## config.mk

```make
export PLATFORM = sky130hd
export DESIGN_NAME = ir_nec_decoder
export DESIGN_NICKNAME = d
export VERILOG_FILES = /design/src/rtl/ir_nec_decoder.sv
export SDC_FILE = /design/constraint.sdc
export NUM_CORES = 1
export LEC_CHECK = 0
export ABC_AREA = 1
export CORE_AREA = 8 8 100 102
export CTS_BUF_LIST = sky130_fd_sc_hd__clkbuf_2 sky130_fd_sc_hd__clkbuf_4 sky130_fd_sc_hd__clkbuf_8
export CTS_CLUSTER_DIAMETER = 200
export DETAILED_ROUTE_END_ITERATION = 8
export DIE_AREA = 0 0 108 110
export PLACE_DENSITY_LB_ADDON = 0.08
export SLEW_MARGIN = 20
export SYNTH_ARGS = -nofsm -noshare
export SYNTH_HDL_FRONTEND = slang
export SYNTH_SLANG_ARGS = --single-unit
```

## constraint.sdc

```tcl
create_clock -name clk -period 3.08 [get_ports clk]
set_clock_uncertainty 0.1 [all_clocks]
set_input_delay 0.462 -clock clk [delete_from_list [all_inputs] [get_ports clk]]
set_output_delay 0.462 -clock clk [all_outputs]
set_load 0.02 [all_outputs]
```

## src/rtl/ir_nec_decoder.sv

```systemverilog
// ir_nec_decoder -- NEC-style pulse-width IR frame decoder.
//
// The raw receiver output is synchronised, sampled once per prescaler tick,
// and the width (in ticks) of every high pulse is classified as leader,
// '0' bit or '1' bit. A complete frame is accepted only if every odd byte is
// the bitwise inverse of the byte below it.
//
// Optional feature: define IR_REPEAT_EN to recognise repeat codes (a short
// pulse right after a leader, following an earlier valid frame).
//
// Ports:
//   clk            in   system clock
//   reset          in   asynchronous active-high reset
//   ir_data        in   raw IR receiver output (asynchronous to clk)
//   ir_data_array  out  last verified frame (DATA_BITS)
//   valid          out  one-clk pulse, ir_data_array was updated
//   err            out  one-clk pulse, a frame was discarded
//   repeat_pulse   out  one-clk pulse, repeat code accepted (0 unless IR_REPEAT_EN)
module ir_nec_decoder #(
    parameter int DATA_BITS = 32,
    parameter int TICK_DIV  = 128,
    parameter int CNT_W     = 8,
    parameter int LEAD_MIN  = 19,
    parameter int ONE_MIN   = 18,
    parameter int ONE_MAX   = 23,
    parameter int ZERO_MIN  = 7,
    parameter int ZERO_MAX  = 15,
    parameter int TIMEOUT   = 40
) (
    input  logic                 clk,
    input  logic                 reset,
    input  logic                 ir_data,
    output logic [DATA_BITS-1:0] ir_data_array,
    output logic                 valid,
    output logic                 err,
    output logic                 repeat_pulse
);

    localparam int PW  = (TICK_DIV > 1) ? $clog2(TICK_DIV) : 1;
    localparam int BCW = $clog2(DATA_BITS + 1);
    localparam int NPAIR = DATA_BITS / 16;

    localparam logic [PW-1:0]    L_PRE_LAST = PW'(TICK_DIV - 1);
    localparam logic [CNT_W-1:0] L_SAT      = '1;
    localparam logic [CNT_W-1:0] L_LEAD     = CNT_W'(LEAD_MIN);
    localparam logic [CNT_W-1:0] L_ONE_MIN  = CNT_W'(ONE_MIN);
    localparam logic [CNT_W-1:0] L_ONE_MAX  = CNT_W'(ONE_MAX);
    localparam logic [CNT_W-1:0] L_ZERO_MIN = CNT_W'(ZERO_MIN);
    localparam logic [CNT_W-1:0] L_ZERO_MAX = CNT_W'(ZERO_MAX);
    localparam logic [CNT_W-1:0] L_TO_M1    = CNT_W'(TIMEOUT - 1);
    localparam logic [BCW-1:0]   L_NBITS    = BCW'(DATA_BITS);

    typedef enum logic [1:0] {S_IDLE, S_LEADER, S_COLLECT, S_VERIFY} state_t;

    state_t               r_state, w_state_next;
    logic                 r_sync1, r_sync2;
    logic [PW-1:0]        r_presc;
    logic [CNT_W-1:0]     r_width;
    logic [BCW-1:0]       r_bitcnt, w_bitcnt_next;
    logic [DATA_BITS-1:0] r_shift, w_shift_next;
    logic [DATA_BITS-1:0] r_array, w_array_next;
    logic                 r_valid, w_valid_next;
    logic                 r_err, w_err_next;
    logic                 r_repeat, w_repeat_next;
    logic                 r_drop, w_drop_next;
    logic                 r_have_frame;

    logic                 w_tick, w_fall, w_timeout;
    logic                 w_is_one, w_is_zero, w_is_rep;
    logic [NPAIR-1:0]     w_pair_ok;
    logic                 w_frame_ok;

    // Two-flop synchroniser for the asynchronous receiver output
    always_ff @(posedge clk or posedge reset) begin
        if (reset) begin
            r_sync1 <= 1'b0;
            r_sync2 <= 1'b0;
        end else begin
            r_sync1 <= ir_data;
            r_sync2 <= r_sync1;
        end
    end

    // Prescaler: one tick every TICK_DIV clocks
    assign w_tick = (r_presc == L_PRE_LAST);

    always_ff @(posedge clk or posedge reset) begin
        if (reset)       r_presc <= '0;
        else if (w_tick) r_presc <= '0;
        else             r_presc <= r_presc + 1'b1;
    end

    // High-width counter; a low sample clears it, so a nonzero count seen
    // together with a low sample marks a falling edge carrying that width.
    always_ff @(posedge clk or posedge reset) begin
        if (reset) begin
            r_width <= '0;
        end else if (w_tick) begin
            if (r_sync2) begin
                if (r_width != L_SAT) r_width <= r_width + 1'b1;
            end else begin
                r_width <= '0;
            end
        end
    end

    assign w_fall    = w_tick && !r_sync2 && (r_width != '0);
    assign w_timeout = w_tick && r_sync2 && (r_width == L_TO_M1);
    assign w_is_one  = (r_width >= L_ONE_MIN)  && (r_width <= L_ONE_MAX);
    assign w_is_zero = (r_width >= L_ZERO_MIN) && (r_width <= L_ZERO_MAX);

`ifdef IR_REPEAT_EN
    localparam logic [CNT_W-1:0] L_REP_MAX = CNT_W'(ZERO_MAX / 2);
    assign w_is_rep = (r_width >= L_ZERO_MIN) && (r_width <= L_REP_MAX);
`else
    assign w_is_rep = 1'b0;
`endif

    // Each 16-bit group: upper byte must be the inverse of the lower byte
    genvar gi;
    generate
        for (gi = 0; gi < NPAIR; gi++) begin : g_pair
            assign w_pair_ok[gi] = (r_shift[16*gi+15 -: 8] == ~r_shift[16*gi+7 -: 8]);
        end
    endgenerate
    assign w_frame_ok = &w_pair_ok;

    always_comb begin
        w_state_next  = r_state;
        w_shift_next  = r_shift;
        w_bitcnt_next = r_bitcnt;
        w_array_next  = r_array;
        w_valid_next  = 1'b0;
        w_err_next    = 1'b0;
        w_repeat_next = 1'b0;
        w_drop_next   = r_drop;

        if (w_fall && r_drop) begin
            // Tail of a pulse that already timed out: it must not look like a leader
            w_drop_next = 1'b0;
        end else begin
            case (r_state)
                S_IDLE: begin
                    if (w_fall && (r_width >= L_LEAD)) w_state_next = S_LEADER;
                end
                S_LEADER: begin
                    if (w_fall) begin
                        w_state_next = S_IDLE;
                        if (w_is_rep) begin
                            if (r_have_frame) w_repeat_next = 1'b1;
                            else              w_err_next    = 1'b1;
                        end else if (w_is_one || w_is_zero) begin
                            w_shift_next  = {{(DATA_BITS-1){1'b0}}, w_is_one};
                            w_bitcnt_next = BCW'(1);
                            w_state_next  = S_COLLECT;
                        end else begin
                            w_err_next = 1'b1;
                        end
                    end
                end
                S_COLLECT: begin
                    if (w_timeout) begin
                        w_err_next   = 1'b1;
                        w_drop_next  = 1'b1;
                        w_state_next = S_IDLE;
                    end else if (w_fall) begin
                        if (w_is_one || w_is_zero) begin
                            w_shift_next  = {r_shift[DATA_BITS-2:0], w_is_one};
                            w_bitcnt_next = r_bitcnt + 1'b1;
                            if (w_bitcnt_next == L_NBITS) w_state_next = S_VERIFY;
                        end else begin
                            w_err_next   = 1'b1;
                            w_state_next = S_IDLE;
                        end
                    end
                end
                S_VERIFY: begin
                    if (w_tick) begin
                        w_state_next = S_IDLE;
                        if (w_frame_ok) begin
                            w_array_next = r_shift;
                            w_valid_next = 1'b1;
                        end else begin
                            w_err_next = 1'b1;
                        end
                    end
                end
                default: w_state_next = S_IDLE;
            endcase
        end
    end

    always_ff @(posedge clk or posedge reset) begin
        if (reset) begin
            r_state      <= S_IDLE;
            r_shift      <= '0;
            r_bitcnt     <= '0;
            r_array      <= '0;
            r_valid      <= 1'b0;
            r_err        <= 1'b0;
            r_repeat     <= 1'b0;
            r_drop       <= 1'b0;
            r_have_frame <= 1'b0;
        end else begin
            r_state  <= w_state_next;
            r_shift  <= w_shift_next;
            r_bitcnt <= w_bitcnt_next;
            r_array  <= w_array_next;
            r_valid  <= w_valid_next;
            r_err    <= w_err_next;
            r_repeat <= w_repeat_next;
            r_drop   <= w_drop_next;
            if (w_valid_next) r_have_frame <= 1'b1;
        end
    end

    assign ir_data_array = r_array;
    assign valid         = r_valid;
    assign err           = r_err;
    assign repeat_pulse  = r_repeat;

endmodule

```

==> flow_metrics.tcl, run 1 <==
set metrics [dict create \
    h-tree-depth 3 \
    num_vias 3508 \
    path_common_cell "nor2_4" \
    powerDensity_mw_per_mm2 405 \
    r2r_cells 11 \
    cap_violations 0 \
    ant_nets 0 \
    area_delta_synth_final_pct 14.4 \
    ys_seq_area_share_pct 51.8 \
    avgSynthCellArea_um2 8.46 \
    hold_viol 0 \
    clk_pin_slew_ns 0.09 \
    async_flop_share_pct 100 \
    dp_slack_ns 0.669 \
    synth_common_cells "nand2_1 (146), dfrtp_1 (92), nor2_1 (62)" \
    drt-pass1-iter-count 4 \
    crit_required_ns 3.23 \
    busiest_layer "met2" \
    synth.cell_area_mm2 0.00444 \
    die_w_um 108 \
    routabilityCongestion 0.913 \
    max_freq_ghz 0.414 \
    cts.sinks 92 \
    cp_max_fo 43 \
    drc 0 \
    yosys_register_bits 92 \
    met1_usage_pct 22.0 \
    seqPwrFrac_pct 58.8 \
    wire_per_inst_um 13.7 \
    wl_um 9180 \
    leakagePower_uw 0.00249 \
    power_frac_comb_pct 1.5 \
    setup_viol 0 \
    initial_utilization_pct 52.5 \
    min_path_type "reg2reg" \
    numCtsBuffers 9 \
    grt_pass1_wl_um 16200 \
    pwr-share-clk_pct 39.7 \
    critPathTopFamily "simple AND/OR/NAND/NOR gates" \
    reg2reg_from "r_presc[0]" \
    vias_per_cell 5.24 \
    cts_resized 0 \
    fp.dieH_um 110 \
    tightest_slew_ns 0.662 \
    fin_setup_tns_ns 0 \
    clk-insertion-delay-late_ns 0.35 \
    switching_power_uw 429 \
    hpwl_um 6480 \
    ys.flop_type "dfrtp_1" \
    yosysTopAreaCell "dfrtp_1" \
    dieArea_mm2 0.0119 \
    syn_inst 525 \
    synth_area_leaders "dfrtp_1 (52%), nand2_1 (12%), nor2_1 (5.2%)" \
    rsz0062_at_grt "no" \
    crit_chain "ha_1 -> nand3_1 -> inv_2 -> nand3_2 -> nor2_4 -> nand2_4 -> nand2_2 -> nor2_4 -> buf_4 -> o21a_1 -> nor2_1" \
    cp-end-kind "flop" \
    hp-start "r_sync1" \
    synth_top_area_share_pct 51.8 \
    grt_max_degree 44 \
    synth_edf_count 0 \
    arrival_ns 2.56 \
    hold_end "r_sync2" \
    status "completed" \
    slew_viol_final 0 \
    antenna_found_initial 0 \
    post_cts_buffers 0 \
    max-slew-margin-rel_pct 55.7 \
    nNetsFinal 565 \
    synth_warnings 0 \
    ios 38 \
    fin_ws_ns 0.667 \
    hold_slack_ns 0.255 \
    fin_crit_ns 2.41 \
    cts-root-buf "clkbuf_8" \
    rows 34 \
    worstSetupPathType "reg2reg" \
    slowest_stage "dfrtp_1" \
    ys_types 30 \
    cp-start-kind "flop" \
    use_met3_pct 3.55 \
    p_int_uw 1630 \
    synth_most_common_cell "nand2_1" \
    layout-drive-gt1-share_pct 9.98 \
    drtIter0Drc 141 \
    synth.net_count 533 \
    min_path_cells 0 \
    diodes 0 \
    grt.total_usage_pct 16.9 \
    grt_pass1_vias 3466 \
    ff2ff_setup_slack_ns 0.67 \
    power_uw 2060 \
    clk_path_buf_depth 2 \
    p_sw_share_pct 20.8 \
    critical-path-max-stage-delay_ns 0.40 \
    worstReg2RegEnd "r_bitcnt[2]" \
    crit_buf_inv 2 \
    use_met2_pct 27.3 \
    overflow 0 \
    io_buffers 36 \
    core_area_mm2 0.00847 \
    cts_tree "built" \
    fin_crit_sh_pct 78.3 \
    n_fill_cell 772 \
    worst_ir_drop_vdd_uv 269 \
    cts-hold-fix-buffers 0 \
]
[cell type report]
class | instances | area (µm²) | area share [%]
Clock buffer | 11 | 151 | 2.98
Clock inverter | 4 | 48.8 | 0.961
Tap cell | 108 | 135 | 2.66
Inverter | 38 | 144 | 2.83
Multi-Input combinational cell | 371 | 1860 | 36.6
Sequential cell | 92 | 2300 | 45.3
Timing Repair Buffer | 45 | 440 | 8.67
[through the flow]
stage | util (%) | instance area, µm² | instances
floorplan | - | 4440 | 525
CTS | 60.0 | 5080 | 669
global route | 60.0 | 5080 | 669
finish | 60.0 | 5080 | 669
global placement | 57.6 | 4880 | 654
detailed placement | 57.6 | 4880 | 654
[worst max path at each step]
stage	start	end	slack (ns)	cells past startpoint
global route	r_width[0]	r_shift[4]	0.42	11
detailed placement	r_presc[0]	r_bitcnt[2]	0.67	11
finish	r_presc[0]	r_bitcnt[2]	0.67	11
floorplan	reset	err	0.13	1
CTS	r_presc[0]	r_bitcnt[2]	0.65	11
global placement	r_presc[0]	r_bitcnt[2]	0.75	11
[registers in the layout, indices dropped and copies added (netlist names)]
register	count
ir_data_array	32
r_sync1	1
r_bitcnt	6
r_shift	32
r_state	2
err	1
r_drop	1
valid	1
r_width	8
r_sync2	1
r_presc	7
[power groups by stage]
stage / Sequential, µW / Combinational [µW] / Clock (µW)
detailed placement: 1230 / 34.0 / 0
global route: 1210 / 37.8 / 893
global placement: 1230 / 33.0 / 0
floorplan: 1230 / 20.1 / 0
CTS: 1210 / 33.7 / 848
finish: 1210 / 31.2 / 816
[placed cells by master, fill, tap and decap left out, drive strengths merged]
master,instances
nor3,2
a21oi,35
clkinv,4
o21ai,20
nor2,70
buf,9
o21a,2
clkdlybuf4s50,36
nand2,150
xnor2,12
dfrtp,92
o211ai,1
a31oi,1
ha,5
nand3,31
conb,1
nand3b,2
clkbuf,11
bufinv,1
inv,37
nand4,36
xor2,3
[layer usage]
metal  wire, µm  vias up  part of all wire [%]
met4        121        0                   1.3
li1           -     1761                     -
met2       4330       77                    47
met5          0        -                     0
met3        478       10                   5.2
met1       4250     1660                    46
[logic make-up (layout without fill, tap and decap cells)]
family	after synthesis	in the layout	share of synthesized area, %
buffers and inverters	62	98	6.34
xor gates and xnor gates	15	15	2.96
DFF	92	92	51.8
adders and majority gates	5	5	1.41
AOI/OAI and AO/OA	59	59	7.69
other	1	1	0.0844
and+or+nand+nor	291	291	29.7
[worst reg2reg max path, stage by stage (launching register included)]
cell     delay (ns)
dfrtp_1        0.40
ha_1           0.23
nand3_1        0.16
inv_2          0.09
nand3_2        0.12
nor2_4         0.06
nand2_4        0.30
nand2_2        0.12
nor2_4         0.10
buf_4          0.40
o21a_1         0.20
nor2_1         0.04
Note: power is estimated with default switching activity, not from simulation.
==> inputs of run 2 (changes only) <==
==> constraint.sdc (replaced) <==
create_clock -name clk -period 2 [get_ports clk]
set_clock_uncertainty 0.1 [all_clocks]
set_input_delay 0.3 -clock clk [delete_from_list [all_inputs] [get_ports clk]]
set_output_delay 0.3 -clock clk [all_outputs]
set_load 0.02 [all_outputs]
==> flow_metrics.tcl, run 2 (same netlist as run 1, synthesis figures left out) <==
set metrics [dict create \
    p_sw_share_pct 22.2 \
    power_frac_comb_pct 1.8 \
    crit_required_ns 2.13 \
    pwr-share-clk_pct 41.1 \
    p_int_uw 2540 \
    die_w_um 108 \
    diodes 0 \
    hold_viol 0 \
    min_path_type "in2async" \
    core_area_mm2 0.00847 \
    drtIter0Drc 135 \
    io_buffers 36 \
    h-tree-depth 3 \
    cp-end-kind "flop" \
    final_common_cell "nand2_1" \
    cts-hold-fix-buffers 0 \
    ios 38 \
    final_cell_mix "nand2_1 (143), dfrtp_1 (92), nor2_1 (48), nand4_1 (36), clkdlybuf4s50_1 (36)" \
    fin_setup_tns_ns 0 \
    grt_pass1_vias 3734 \
    powerDensity_mw_per_mm2 574 \
    worstSetupPathType "reg2reg" \
    ant_nets 0 \
    numCtsBuffers 9 \
    switching_power_uw 724 \
    arrival_ns 2.11 \
    power_uw 3260 \
    status "completed" \
    initial_utilization_pct 52.5 \
    grt.total_usage_pct 18.6 \
    vias_per_cell 5.34 \
    clk-insertion-delay-late_ns 0.36 \
    antenna_found_initial 0 \
    slew_viol_final 0 \
    dp_slack_ns -0.0234 \
    rows 34 \
    leakagePower_uw 0.00272 \
    drt-pass1-iter-count 4 \
    nNetsFinal 598 \
    wire_per_inst_um 15.3 \
    worst_ir_drop_vdd_uv 300 \
    area_delta_synth_final_pct 28.0 \
    rsz0062_at_grt "yes" \
    setup_viol 0 \
    clk_path_buf_depth 2 \
    grt_max_degree 34 \
    drc 0 \
    cp-start-kind "flop" \
    fin_crit_ns 1.97 \
    fp.dieH_um 110 \
    clk_pin_slew_ns 0.10 \
    wl_um 10700 \
    routabilityCongestion 0.823 \
    dieArea_mm2 0.0119 \
    overflow 0 \
    hpwl_um 6850 \
    fin_util_pct 67.1 \
    cap_violations 0 \
    grt_pass1_wl_um 18000 \
    cts.sinks 92 \
    layout-drive-gt1-share_pct 20.7 \
    cp_max_fo 8 \
    seqPwrFrac_pct 57.1 \
    num_vias 3757 \
    fin_ws_ns 0.0280 \
    cts-root-buf "clkbuf_8" \
    max_freq_ghz 0.507 \
    cts_tree "built" \
    fin_crit_sh_pct 98.6 \
    hold_slack_ns 0.204 \
]
==> run 2: critical path, stage by stage (launching register included) <==
cell and delay (ns):
dfrtp_1 0.41, ha_4 0.17, nand3_4 0.11, inv_6 0.10, nand3_4 0.09, nor2_4 0.18, nand2_4 0.09, nand2_2 0.09
nor2_4 0.04, buf_12 0.15, buf_2 0.15, nand3_1 0.07, o21ai_0 0.10
==> run 2: repair_timing <==
action,4_1_cts,5_1_grt
endpoints found under the setup margin,30,41
gates cloned,2,4
pin swaps,3,5
setup buffers,7,11
resized for setup,7,46
==> run 2: through the flow <==
stage | instance area (µm²) | std cells
finish | 5680 | 703
global route | 5680 | 703
CTS | 5390 | 690
detailed placement | 5030 | 665
global placement | 5030 | 665
floorplan | 4440 | 525
==> run 2: power groups by stage <==
stage | logic (µW) | clock network, µW | registers [µW]
4_1_cts | 61.2 | 1380 | 1860
6_report | 58.0 | 1340 | 1860
3_3_place_gp | 60.2 | 0 | 1900
3_5_place_dp | 60.7 | 0 | 1900
2_1_floorplan | 31.4 | 0 | 1900
5_1_grt | 67.5 | 1440 | 1860
==> run 2: area by class of cell <==
type                            count  area (µm²)
Timing Repair Buffer               78         842
Sequential cell                    92        2300
Clock buffer                       11         151
Clock inverter                      5        65.1
Multi-Input combinational cell    371        2040
Tap cell                          108         135
Fill cell                         716        2780
Inverter                           38         151
==> run 2: per-layer routing <==
layer	vias to the layer above	track usage, %	wire length (µm)	part of all wire (%)
li1	1842	-	-	-
met1	1835	25.5	4990	46
met2	64	29.4	5150	48
met3	16	2.79	443	4.1
met4	0	6.94	165	1.5
met5	-	0	0	0
==> run 2: worst paths after layout <==
path	startpoint	endpoint	slack, ns	cells past startpoint
min in group clk	r_sync1	r_sync2	0.26	0
max in group asynchronous	reset	ir_data_array[6]	1.11	3
worst min register to register	r_sync1	r_sync2	0.26	0
worst max register to register	r_presc[0]	r_bitcnt[4]	0.03	12
worst max-delay path	r_presc[0]	r_bitcnt[4]	0.03	12
worst min-delay path	reset	ir_data_array[25]	0.20	2
